**src/rtl/icache_pf_queue.sv**
```systemverilog
// Four-entry instruction-prefetch queue on the Icache miss side.
// Entries are allocated, issued to memory through an external round-robin selector, and retired on a tag-matched return.
module icache_pf_queue #(
    parameter int unsigned ADDR_W = 29,
    parameter int unsigned TAG_W  = 4,
    parameter int unsigned DATA_W = 64
) (
    input  logic              clk,
    input  logic              rst_n,
    input  logic              pf_req_i,
    input  logic [ADDR_W-1:0] pf_addr_i,
    output logic              pf_ready_o,
    input  logic              flush_i,
    input  logic              mem_busy_i,
    output logic              sel_en_o,
    output logic [3:0]        sel_req_o,
    output logic [1:0]        sel_ptr_o,
    input  logic [3:0]        sel_gnt_i,
    output logic              mem_req_o,
    output logic [ADDR_W-1:0] mem_addr_o,
    input  logic [TAG_W-1:0]  mem_rsp_tag_i,
    input  logic [TAG_W-1:0]  mem_data_tag_i,
    input  logic [DATA_W-1:0] mem_data_i,
    output logic              fill_valid_o,
    output logic [ADDR_W-1:0] fill_addr_o,
    output logic [DATA_W-1:0] fill_data_o
);

    localparam int unsigned NUM_ENT = 4;
    localparam int unsigned IDX_W   = 2;

    typedef enum logic [1:0] {
        ST_EMPTY,
        ST_PENDING,
        ST_WAIT,
        ST_WAIT_DISCARD
    } ent_state_e;

    ent_state_e        state_q [NUM_ENT];
    logic [ADDR_W-1:0] addr_q  [NUM_ENT];
    logic [TAG_W-1:0]  tag_q   [NUM_ENT];
    logic [IDX_W-1:0]  ptr_q;

    logic [NUM_ENT-1:0] empty_vec;
    logic [NUM_ENT-1:0] dup_vec;
    logic [NUM_ENT-1:0] ret_hit;
    logic [IDX_W-1:0]   alloc_idx;
    logic [IDX_W-1:0]   gnt_idx;
    logic [IDX_W-1:0]   ret_idx;
    logic               alloc_en;
    logic               issue_en;
    logic               ret_en;

    // Per-entry decode; discarded entries never count as duplicates
    always_comb begin
        empty_vec = '0;
        dup_vec   = '0;
        ret_hit   = '0;
        sel_req_o = '0;
        for (int i = 0; i < int'(NUM_ENT); i++) begin
            empty_vec[i] = (state_q[i] == ST_EMPTY);
            sel_req_o[i] = (state_q[i] == ST_PENDING);
            dup_vec[i]   = ((state_q[i] == ST_PENDING) || (state_q[i] == ST_WAIT)) &&
                           (addr_q[i] == pf_addr_i);
            ret_hit[i]   = (mem_data_tag_i != '0) &&
                           ((state_q[i] == ST_WAIT) || (state_q[i] == ST_WAIT_DISCARD)) &&
                           (tag_q[i] == mem_data_tag_i);
        end
    end

    // Lowest-index priority encoders
    always_comb begin
        alloc_idx = '0;
        gnt_idx   = '0;
        ret_idx   = '0;
        for (int i = int'(NUM_ENT) - 1; i >= 0; i--) begin
            if (empty_vec[i]) alloc_idx = IDX_W'(i);
            if (sel_gnt_i[i]) gnt_idx   = IDX_W'(i);
            if (ret_hit[i])   ret_idx   = IDX_W'(i);
        end
    end

    assign pf_ready_o   = |empty_vec;
    assign sel_ptr_o    = ptr_q;
    assign sel_en_o     = ~mem_busy_i & ~flush_i;
    assign mem_req_o    = |sel_gnt_i;
    assign mem_addr_o   = mem_req_o ? addr_q[gnt_idx] : '0;
    assign ret_en       = |ret_hit;
    assign fill_valid_o = ret_en && (state_q[ret_idx] == ST_WAIT);
    assign fill_addr_o  = addr_q[ret_idx];
    assign fill_data_o  = mem_data_i;

    assign alloc_en = pf_req_i && pf_ready_o && !(|dup_vec) && !flush_i;
    assign issue_en = mem_req_o && (mem_rsp_tag_i != '0) && !flush_i &&
                      (state_q[gnt_idx] == ST_PENDING);

    // Entry state, address, tag and round-robin pointer
    always_ff @(posedge clk or negedge rst_n) begin
        if (!rst_n) begin
            for (int i = 0; i < int'(NUM_ENT); i++) begin
                state_q[i] <= ST_EMPTY;
                addr_q[i]  <= '0;
                tag_q[i]   <= '0;
            end
            ptr_q <= '0;
        end else begin
            if (issue_en) ptr_q <= gnt_idx + IDX_W'(1);
            for (int i = 0; i < int'(NUM_ENT); i++) begin
                if (ret_en && (ret_idx == IDX_W'(i))) begin
                    state_q[i] <= ST_EMPTY;
                end else if (flush_i) begin
                    case (state_q[i])
                        ST_PENDING: state_q[i] <= ST_EMPTY;
                        ST_WAIT:    state_q[i] <= ST_WAIT_DISCARD;
                        default:    state_q[i] <= state_q[i];
                    endcase
                end else if (issue_en && (gnt_idx == IDX_W'(i))) begin
                    state_q[i] <= ST_WAIT;
                    tag_q[i]   <= mem_rsp_tag_i;
                end else if (alloc_en && (alloc_idx == IDX_W'(i))) begin
                    state_q[i] <= ST_PENDING;
                    addr_q[i]  <= pf_addr_i;
                end
            end
        end
    end

`ifndef SYNTHESIS
    logic tag_clash;

    // An accepted tag must not alias one still in flight (a same-cycle return frees its tag)
    always_comb begin
        tag_clash = 1'b0;
        for (int i = 0; i < int'(NUM_ENT); i++) begin
            if (((state_q[i] == ST_WAIT) || (state_q[i] == ST_WAIT_DISCARD)) &&
                (tag_q[i] == mem_rsp_tag_i) && !(ret_en && (ret_idx == IDX_W'(i))))
                tag_clash = 1'b1;
        end
    end

    always_ff @(posedge clk) begin
        if (rst_n && issue_en)
            assert (!tag_clash) else $error("icache_pf_queue: memory tag collision");
    end
`endif

endmodule

```
**config.mk**
```make
export PLATFORM = sky130hd
export DESIGN_NAME = icache_pf_queue
export DESIGN_NICKNAME = d
export VERILOG_FILES = /design/src/rtl/icache_pf_queue.sv
export SDC_FILE = /design/constraint.sdc
export NUM_CORES = 1
export LEC_CHECK = 0
export BUFFER_PORTS_ARGS = -buffer_cell sky130_fd_sc_hd__buf_4
export CORE_MARGIN = 1
export CORE_UTILIZATION = 35
export CTS_CLUSTER_SIZE = 16
export DETAILED_ROUTE_END_ITERATION = 8
export PLACE_DENSITY = 0.54
export SYNTH_ARGS = -nofsm -noshare
export SYNTH_HDL_FRONTEND = slang
export SYNTH_SLANG_ARGS = --single-unit
```
**constraint.sdc**
```tcl
create_clock -name clk -period 6.7 [get_ports clk]
set_input_delay 1.34 -clock clk [delete_from_list [all_inputs] [get_ports clk]]
set_output_delay 1.34 -clock clk [all_outputs]
set_load 0.05 [all_outputs]
```
==> flow_summary.yaml <==
run_status:
  status: "finished clean"
global_routing:
  antenna_found_initial: 0
  busiest_layer: "met2"
  first_global_vias: 7025
  track_usage_pct: 21.3
  grtUsageMet2_pct: 34.4
  met3_usage_pct: 3.12
  grt_pass1_wl_um: 45100
  overflow: 0
  grt_start_max_net_pins: 89
  use_met1_pct: 29.5
worst_setup_path:
  cp.required_ns: 5.36
  cp_max_fo: 32
  path_cells: "buf_4, nor3_1, or3_1, a2111o_1, buf_4, nand2_1, nand2_1, buf_4, a32oi_1, buf_4"
  critPathTopFamily: "buffers and inverters"
  critPathMaxStageDelay_ns: 0.44
  worstPathArrival_ns: 4.06
  cp-end-kind: "output port"
  r2r_slack_ns: 2.94
  cp-start-kind: "primary input"
  cp_common_cell: "buf_4"
  cpMaxStageDelayCell: "nand2_1"
  cp_num_buf_inv: 4
  crit_type: "in -> out"
yosys:
  ys_ff_latch: 142
  synth_flop_cell: "dfrtp_1"
  synth_edf_count: 0
  ys_async_sr_fraction_pct: 100
  syn-num-nets: 1042
  yosys_warnings: 0
  yosysSeqAreaShare_pct: 35.9
  synth_cells: 912
  avgSynthCellArea_sq_um: 10.9
  syn_area_sq_mm: 0.00990
  ys_types: 53
sta:
  hold_viol_final: 0
  worst_slack_ns: 1.30
  skew_ns: 0.0105
  slew_violations: 0
  tightest_slew_ns: 1.02
  rsz0062_at_grt: "false"
  fin_crit_sh_pct: 80.6
  period_minus_slack_ns: 5.40
  fmax_mhz: 185
  setup_tns_ns: 0
  timing.slew.headroom_pct: 31.8
  setup_viol: 0
cells_and_area:
  drive_gt1_share_pct: 32.6
  fin_cells: 1311
  fillers: 2763
  post-route-cell-area_sq_mm: 0.0111
  area_growth_pct: 11.9
  fin_nets: 1050
  multi_input_area_sq_mm: 0.00541
  antenna_cells: 0
  regArea_sq_mm: 0.00355
floorplanning:
  die_x_um: 170
  initial_core_util_pct: 35.6
  chipHeight_um: 170
  io_pins: 242
  core_area_sq_mm: 0.0278
  die_area_sq_mm: 0.0289
  num_rows: 61
place:
  gp_congestion: 0.828
  portBuffers: 113
  dp_hpwl_um: 21400
  dpl_worst_slack_ns: 1.29
  placed_cells: 1279
  post_dp_cell_area_sq_mm: 0.0105
cts:
  clock-sinks: 142
  clock_latency_ns: 0.43
  cts-buffers-inserted: 17
  cts.htree.levels: 4
  cts_resized: 0
  cts_tree: "yes"
  cts_hold_buf: 0
  cts_setup_buffers: 0
  clockBufferDepth: 2
  root_buffer: "clkbuf_16"
  clk_pin_slew_worst_paths_ns: 0.06
pwr:
  pwr-share-clk_pct: 16.8
  pwr_density_cell_mw_per_mm2: 529
  ir_worst_vdd_uv: 377
  p_comb_share_pct: 53.3
  internal-power_mw: 3.19
  seq_power_share_pct: 29.9
  p_switching_mw: 2.67
  p_leak_nw: 4.64
  p_sw_share_pct: 45.6
detailed_routing:
  firstDrtPassIters: 7
  route.detailed.drc: 0
  final_antenna_net_count: 0
  avgViaCountPerCell: 5.37
  wl_per_cell_um: 23.0
  routed-via-count: 7045
  routed_wl_um: 30100
  drtIter0Drc: 471
flow_run:
  cap_violations: 0
hold_path:
  hp-class: "reg -> reg"
-- Yosys cell counts (2+ instances only) --
| library cell | n | area [sq um] |
|---|---|---|
| mux2_4 | 29 | 435 |
| nand2_1 | 81 | 304 |
| a22oi_1 | 2 | 15.0 |
| o21ai_1 | 2 | 10.0 |
| dfrtp_1 | 142 | 3550 |
| nor4_2 | 2 | 25.0 |
| nand4_1 | 28 | 175 |
| mux4_2 | 29 | 653 |
| a32oi_1 | 30 | 263 |
| nand3_1 | 3 | 15.0 |
| a21oi_1 | 4 | 20.0 |
| a31oi_1 | 9 | 56.3 |
| a21o_1 | 4 | 30.0 |
| buf_1 | 3 | 11.3 |
| clkbuf_1 | 21 | 78.8 |
| o22ai_1 | 30 | 188 |
| mux2_1 | 32 | 360 |
| xnor2_1 | 118 | 1030 |
| ha_1 | 20 | 250 |
| o211ai_1 | 2 | 15.0 |
| buf_2 | 40 | 200 |
| and2_1 | 30 | 188 |
| buf_4 | 68 | 510 |
| or2_2 | 3 | 18.8 |
| inv_2 | 2 | 7.51 |
| xor2_1 | 10 | 87.6 |
| o21bai_1 | 3 | 22.5 |
| o21ai_0 | 11 | 55.1 |
| nor2_1 | 24 | 90.1 |
| inv_1 | 14 | 52.6 |
| nor4_1 | 10 | 62.6 |
| mux2_2 | 72 | 811 |
| nor3_1 | 8 | 40.0 |
| buf_6 | 7 | 78.8 |
-- logic make-up after synthesis --
logic type	Yosys count	share of synthesized area, %
adder cells (fa/ha/maj)	20	2.53
AO/OA/AOI/OAI	104	7.45
flip-flops	142	35.9
XOR/XNOR	128	11.3
AND/OR/NAND/NOR	199	10.3
multiplexers	163	22.9
buffers and inverters	156	9.53
-- layer usage --
metal  up-vias  routed length, um
li1       3193                  -
met1      3582              13900
met2       225              14200
met3        45               1470
met4         0                484
met5         -                  0
-- per-stage QoR --
stage	hold WS [ns]	util (%)	total power, mW
6_report	0.529	39.9	5.86
3_5_place_dp	0.517	37.7	4.88
3_3_place_gp	0.512	37.7	4.85
2_1_floorplan	0.495	-	4.03
5_1_grt	0.548	39.9	6.16
4_1_cts	0.534	39.9	5.88
-- state kept, by name, indices dropped and copies added (netlist names) --
name and flops:
sel_ptr_o 2, addr_q 116, tag_q 16, state_q 8
-- power groups by stage --
stage          Combinational, mW  Sequential, mW  Clock, mW
2_1_floorplan               2.40            1.62          0
3_3_place_gp                3.11            1.74          0
3_5_place_dp                3.12            1.75          0
4_1_cts                     3.14            1.74       1.00
5_1_grt                     3.30            1.81       1.04
6_report                    3.12            1.75      0.985
-- layout make-up --
cell class                 instances  area share [%]
multi-input combinational        614            48.9
sequential                       142            32.1
timing repair buffer             128            8.71
tap                              378            4.27
clock buffer                      19            4.00
clock inverter                    13            1.48
inverter                          17           0.576
-- cells in the final DEF (no fill, tap or decap), types with 3 or more instances in the layout --
cell type,instances
xor2_1,10
xnor2_1,118
a21oi_1,3
inv_1,14
mux2_1,32
a21o_1,4
a32oi_1,30
nand2_1,81
clkinv_4,3
a31oi_1,9
mux2_4,29
o22ai_1,30
nor3_1,8
nand4_1,28
nand3_1,3
clkbuf_16,17
nor4_1,10
bufinv_16,3
o21ai_0,11
nor2_1,24
or2_2,3
dfrtp_1,142
mux4_2,29
and2_1,30
clkinv_2,3
buf_4,127
ha_1,20
mux2_2,72
o21bai_1,3
-- final timing paths --
kind	start	endpoint	cells after the start
max	mem_data_tag_i[1]	fill_addr_o[7]	10
min	tag_q[13]	tag_q[13]	1
max reg2reg	state_q[2]	addr_q[27]	10
min reg2reg	tag_q[13]	tag_q[13]	1
max in group asynchronous	rst_n	addr_q[72]	2
min in group asynchronous	rst_n	addr_q[54]	1
Power figures use the tool's default switching activity.
